### src/rtl/lsu_mem_stage.sv
// Memory-stage load/store unit: aligns stores, extends loads, stalls on access.
// Define LSU_MISALIGN_SPLIT_EN to split misaligned accesses into two words.
module lsu_mem_stage (
    input  logic        i_clk,
    input  logic        i_rst,
    input  logic        insn_vldM,
    input  logic        rd_wrenM,
    input  logic [1:0]  wb_selM,
    input  logic        mem_wrenM,
    input  logic [31:0] alu_dataM,
    input  logic [31:0] st_dataM,
    input  logic [2:0]  load_selM,
    input  logic [1:0]  store_selM,
    output logic        dmem_req,
    output logic        dmem_we,
    output logic [31:0] dmem_addr,
    output logic [3:0]  dmem_be,
    output logic [31:0] dmem_wdata,
    input  logic        dmem_ack,
    input  logic [31:0] dmem_rdata,
    output logic [31:0] ld_dataM,
    output logic        stallM,
    output logic        misalignM
);

    typedef enum logic [1:0] {IDLE, ACC0, ACC1, DONE} state_t;

    state_t      state_q;
    state_t      state_d;

    logic        is_load;
    logic        memop;
    logic        ack_v;
    logic [1:0]  off;
    logic [1:0]  sz;
    logic        misal;
    logic [3:0]  mask;
    logic [31:0] st_mask;
    logic [3:0]  be_lo;
    logic [31:0] wd_lo;

    logic [1:0]  off_q;
    logic [1:0]  sz_q;
    logic        sign_q;

    assign is_load = rd_wrenM & (wb_selM == 2'b01);
    assign memop   = insn_vldM & (mem_wrenM | is_load);
    assign ack_v   = dmem_ack & dmem_req;
    assign off     = alu_dataM[1:0];

    // sz: 0 byte, 1 half, 2 word
    always_comb begin
        sz = 2'd2;
        if (mem_wrenM) begin
            case (store_selM)
                2'b00:   sz = 2'd0;
                2'b01:   sz = 2'd1;
                default: sz = 2'd2;
            endcase
        end else begin
            case (load_selM)
                3'b000, 3'b100: sz = 2'd0;
                3'b001, 3'b101: sz = 2'd1;
                default:        sz = 2'd2;
            endcase
        end
    end

    always_comb begin
        mask    = 4'b1111;
        st_mask = 32'hFFFF_FFFF;
        case (sz)
            2'd0: begin
                mask    = 4'b0001;
                st_mask = 32'h0000_00FF;
            end
            2'd1: begin
                mask    = 4'b0011;
                st_mask = 32'h0000_FFFF;
            end
            default: ;
        endcase
    end

    assign misal = ((sz == 2'd1) & off[0])
                 | ((sz == 2'd2) & (off != 2'd0));

`ifdef LSU_MISALIGN_SPLIT_EN
    logic [2:0]  nbytes;
    logic        split;
    logic [7:0]  be64;
    logic [63:0] wd64;
    logic        split_q;
    logic [3:0]  be_hi_q;
    logic [31:0] wd_hi_q;
    logic [31:0] w0_q;

    assign nbytes = (sz == 2'd0) ? 3'd1 : (sz == 2'd1) ? 3'd2 : 3'd4;
    assign split  = misal & (({1'b0, off} + nbytes) > 3'd4);
    assign be64   = {4'b0000, mask} << off;
    assign wd64   = {32'h0, st_dataM & st_mask} << {off, 3'b000};
    assign be_lo  = be64[3:0];
    assign wd_lo  = wd64[31:0];
`else
    assign be_lo  = mask << off;
    assign wd_lo  = (st_dataM & st_mask) << {off, 3'b000};
`endif

    function automatic logic [31:0] extend(
        input logic [63:0] cat,
        input logic [1:0]  o,
        input logic [1:0]  s,
        input logic        sg
    );
        logic [31:0] v;
        v = 32'(cat >> {o, 3'b000});
        case (s)
            2'd0:    extend = {{24{sg & v[7]}}, v[7:0]};
            2'd1:    extend = {{16{sg & v[15]}}, v[15:0]};
            default: extend = v;
        endcase
    endfunction

    always_ff @(posedge i_clk) begin
        if (i_rst) state_q <= IDLE;
        else       state_q <= state_d;
    end

    always_comb begin
        state_d = state_q;
        stallM  = 1'b0;
        case (state_q)
            IDLE: begin
                if (memop) begin
                    stallM  = 1'b1;
`ifdef LSU_MISALIGN_SPLIT_EN
                    state_d = ACC0;
`else
                    state_d = misal ? DONE : ACC0;
`endif
                end
            end
            ACC0: begin
                stallM = 1'b1;
                if (ack_v) begin
`ifdef LSU_MISALIGN_SPLIT_EN
                    state_d = split_q ? ACC1 : DONE;
`else
                    state_d = DONE;
`endif
                end
            end
`ifdef LSU_MISALIGN_SPLIT_EN
            ACC1: begin
                stallM = 1'b1;
                if (ack_v) state_d = DONE;
            end
`endif
            default: state_d = IDLE;
        endcase
    end

    always_ff @(posedge i_clk) begin
        if (i_rst) begin
            dmem_req   <= 1'b0;
            dmem_we    <= 1'b0;
            dmem_addr  <= '0;
            dmem_be    <= '0;
            dmem_wdata <= '0;
            ld_dataM   <= '0;
            misalignM  <= 1'b0;
            off_q      <= '0;
            sz_q       <= '0;
            sign_q     <= 1'b0;
`ifdef LSU_MISALIGN_SPLIT_EN
            split_q    <= 1'b0;
            be_hi_q    <= '0;
            wd_hi_q    <= '0;
            w0_q       <= '0;
`endif
        end else begin
            misalignM <= 1'b0;
            case (state_q)
                IDLE: begin
                    if (memop) begin
                        off_q  <= off;
                        sz_q   <= sz;
                        sign_q <= ~load_selM[2];
`ifdef LSU_MISALIGN_SPLIT_EN
                        split_q <= split;
                        be_hi_q <= be64[7:4];
                        wd_hi_q <= wd64[63:32];
                        dmem_req   <= 1'b1;
                        dmem_we    <= mem_wrenM;
                        dmem_addr  <= {alu_dataM[31:2], 2'b00};
                        dmem_be    <= be_lo;
                        dmem_wdata <= wd_lo;
`else
                        if (misal) begin
                            ld_dataM  <= '0;
                            misalignM <= 1'b1;
                        end else begin
                            dmem_req   <= 1'b1;
                            dmem_we    <= mem_wrenM;
                            dmem_addr  <= {alu_dataM[31:2], 2'b00};
                            dmem_be    <= be_lo;
                            dmem_wdata <= wd_lo;
                        end
`endif
                    end
                end
                ACC0: begin
                    if (ack_v) begin
`ifdef LSU_MISALIGN_SPLIT_EN
                        if (split_q) begin
                            w0_q       <= dmem_rdata;
                            dmem_addr  <= dmem_addr + 32'd4;
                            dmem_be    <= be_hi_q;
                            dmem_wdata <= wd_hi_q;
                        end else begin
                            dmem_req <= 1'b0;
                            ld_dataM <= extend({32'h0, dmem_rdata},
                                               off_q, sz_q, sign_q);
                        end
`else
                        dmem_req <= 1'b0;
                        ld_dataM <= extend({32'h0, dmem_rdata},
                                           off_q, sz_q, sign_q);
`endif
                    end
                end
`ifdef LSU_MISALIGN_SPLIT_EN
                ACC1: begin
                    if (ack_v) begin
                        dmem_req <= 1'b0;
                        ld_dataM <= extend({dmem_rdata, w0_q},
                                           off_q, sz_q, sign_q);
                    end
                end
`endif
                default: ;
            endcase
        end
    end

endmodule

### config.mk
export PLATFORM = sky130hd
export DESIGN_NAME = lsu_mem_stage
export DESIGN_NICKNAME = d
export VERILOG_FILES = /design/src/rtl/lsu_mem_stage.sv
export SDC_FILE = /design/constraint.sdc
export NUM_CORES = 1
export LEC_CHECK = 0
export ABC_CLOCK_PERIOD_IN_PS = 2300
export CAP_MARGIN = 10
export CORE_MARGIN = 2
export CORE_UTILIZATION = 43
export CTS_CLUSTER_DIAMETER = 120
export CTS_CLUSTER_SIZE = 10
export DETAILED_ROUTE_END_ITERATION = 6
export PLACE_DENSITY = 0.78
export SLEW_MARGIN = 30
export SYNTH_ARGS = -nofsm -noshare
export SYNTH_HDL_FRONTEND = slang
export SYNTH_SLANG_ARGS = --single-unit
### constraint.sdc
create_clock -name i_clk -period 2.3 [get_ports i_clk]
set_input_delay 0.23 -clock i_clk [delete_from_list [all_inputs] [get_ports i_clk]]
set_output_delay 0.23 -clock i_clk [all_outputs]
set_load 0.01 [all_outputs]
==> results.toml <==
[status]
status = "completed"

[floorplan]
start_util_pct = 44.1
core_um2 = 11500
fp-row-count = 39
die_width_um = 112
die_h_um = 112
die-area_um2 = 12600
ioPinCount = 213

[sta]
hold_viol = 0
fin_setup_tns_ns = 0
timing.final.crit_share_pct = 90.8
max_freq_mhz = 479
rsz0062_at_grt = "false"
whs_ns = 0.360
setup_viol = 0
finalClockSkew_ns = 0.00670
max-slew-margin-rel_pct = 34.3
fin_crit_ns = 2.09
worst_pin_slew_ns = 0.978
slew_violations = 0

[logic_synthesis]
ys_seq_area_share_pct = 42.8
yosysTopAreaCell = "dfxtp_1"
synth_area_leaders = "dfxtp_1 (43%), a21oi_1 (10%), nand2_1 (8.6%), mux2_2 (3.8%), mux2i_1 (3.4%)"
post_synth_num_cell_types = 53
ys.flop_type = "dfxtp_1"
syn_inst = 610
async_reset_ff_share_pct = 0
synth_top_area_share_pct = 42.8
ys_ff_latch = 108
synth_warnings = 0
synth_edf_count = 0
avgSynthCellArea_um2 = 8.29
synth_area_um2 = 5060

[route]
vias = 5306
wirelength_um = 16500
wl_per_cell_um = 17.2
post_drt_via_cell_ratio = 5.52
first_pass_iters = 5
antenna_left = 0
drt_iter0_drc = 268
drc = 0

[grt]
overflow = 0
track_usage_pct = 25.6
antenna_found_initial = 0
grt_pass1_wl_um = 26300
grt_pass1_vias = 5314
grt_max_degree = 54

[hold_path]
min_path_type = "in2reg"

[setup_path]
critical_path_required_ns = 2.07
crit_fanout = 8
worst_path_dominant_cell_family = "buffers and inverters"
slowest_delay_ns = 0.56
end_kind = "primary output"
slowest_stage = "clkdlybuf4s50_1"
arrival_ns = 1.86
cp_num_buf_inv = 2
start_kind = "flop"
rrSetupSlack_ns = 0.25
path_cells = "nor2_1 -> o211ai_1 -> buf_4 -> nand2_1 -> clkdlybuf4s50_1"
path_class = "reg2out"

[pwr]
p_sw_share_pct = 27.1
power_frac_comb_pct = 20.8
p_seq_share_pct = 45.1
p_leak_nw = 2.76
total_power_mw = 4.47
p_int_mw = 3.26
ir_drop_mv = 0.528
p_clk_share_pct = 34.1
powerDensity_nw_per_um2 = 585
p_sw_mw = 1.21

[cells_and_area]
drive_gt1_share_pct = 9.89
syn2layout_area_growth_pct = 51.0
utilization_pct = 66.6
layout.nets = 923
multiInputGateArea_um2 = 2590
regArea_um2 = 2160
antennaDiodeCount = 0
fillers = 927

[cts]
postCtsSetupBuffers = 0
ctsResizeCount = 0
cts_tree = "done"
clock_latency_ns = 0.35
cts_buffers = 9
htree_levels = 3
cts-hold-fix-buffers = 0
clock_sinks = 108
cts-root-buf = "clkbuf_16"
clk_pin_slew_ns = 0.08
clock_path_buffers = 2

[placed_design]
gp_congestion = 0.958
port_buffers = 210
hpwl_um = 12300

[job]
maxCapViolCount = 0
## through the flow
stage | cells | setup slack [ns] | cell area [µm²]
finish | 962 | 0.212 | 7630
global route | 962 | 0.0582 | 7630
CTS | 962 | 0.199 | 7630
detailed placement | 946 | -0.0164 | 7340
global placement | 946 | 0.0999 | 7340
floorplan | 611 | 0.529 | 5060
## path summary, 6_finish.rpt
check	from	to	cells past startpoint
hold / removal	i_rst	dmem_wdata[15]	2
hold reg to reg	ld_dataM[4]	ld_dataM[4]	2
setup / recovery	state_q[0]	stallM	5
setup reg to reg	state_q[0]	dmem_wdata[1]	6
## sequential cells by signal, summed over array words and instances (netlist names)
signal and count:
dmem_addr 30, state_q 2, sz_q 2, off_q 2
dmem_wdata 32, misalignM 1, dmem_we 1, dmem_be 4
dmem_req 1, ld_dataM 32, sign_q 1
## final cells by class
class                      count  area share (%)
tap                          143            2.34
clock buffer                  11            3.31
clock inverter                 5           0.557
multi-input combinational    446            33.9
inverter                       5           0.246
timing repair buffer         244            31.3
sequential                   108            28.3
## worst reg2reg max path, stage by stage, from the launching register on
cell      delay (ns)
dfxtp_1         0.40
nor2_1          0.19
o211ai_1        0.11
buf_4           0.18
nor3_1          0.75
a22oi_1         0.19
nor2_1          0.16
## placed cells by master (no fill, tap or decap), drive strengths merged, types with 3 or more instances in the layout
cell,count
nor2,37
a221o,5
dfxtp,108
buf,35
clkbuf,11
nand2,116
nor3,19
a22oi,17
nand2b,6
o211ai,4
a21oi,101
mux2i,17
nor2b,3
a211oi,4
o211a,4
inv,7
nor3b,4
o2111ai,8
nand3,10
o21ai,37
and2,6
o31ai,3
clkdlybuf4s50,209
mux2,17
## routing by layer
metal  part of all wire (%)  track usage (%)
met1                     40             29.7
met2                     49             44.5
met3                    8.9             8.10
met5                      0                0
met4                    2.6             8.78
## kinds of logic (layout without fill, tap and decap cells)
group	count (synthesis)	after routing	share of synthesized area, %
AOI/OAI and AO/OA	194	194	23.7
buffers and inverters	57	265	6.38
DFF	108	108	42.8
muxes	36	36	8.04
other	1	2	0.0742
and+or+nand+nor	214	214	19.0
## power by group through the flow
stage          logic (mW)  registers (mW)  clock network, mW
2_1_floorplan       0.412            2.07                  0
3_3_place_gp        0.905            2.05                  0
3_5_place_dp        0.922            2.05                  0
4_1_cts             0.926            2.01               1.55
5_1_grt             0.999            2.02               1.63
6_report            0.930            2.01               1.52
## synthesized netlist by cell type, types with 8 or more instances
cell type / number
nand3_1: 10
nor2_1: 36
mux2i_1: 17
o21ai_0: 30
a22oi_1: 17
nand2_1: 116
o2111ai_1: 8
clkbuf_1: 26
dfxtp_1: 108
buf_6: 11
mux2_2: 17
buf_2: 11
nor3_1: 19
a21oi_1: 101
(Power assumes the default switching activity.)
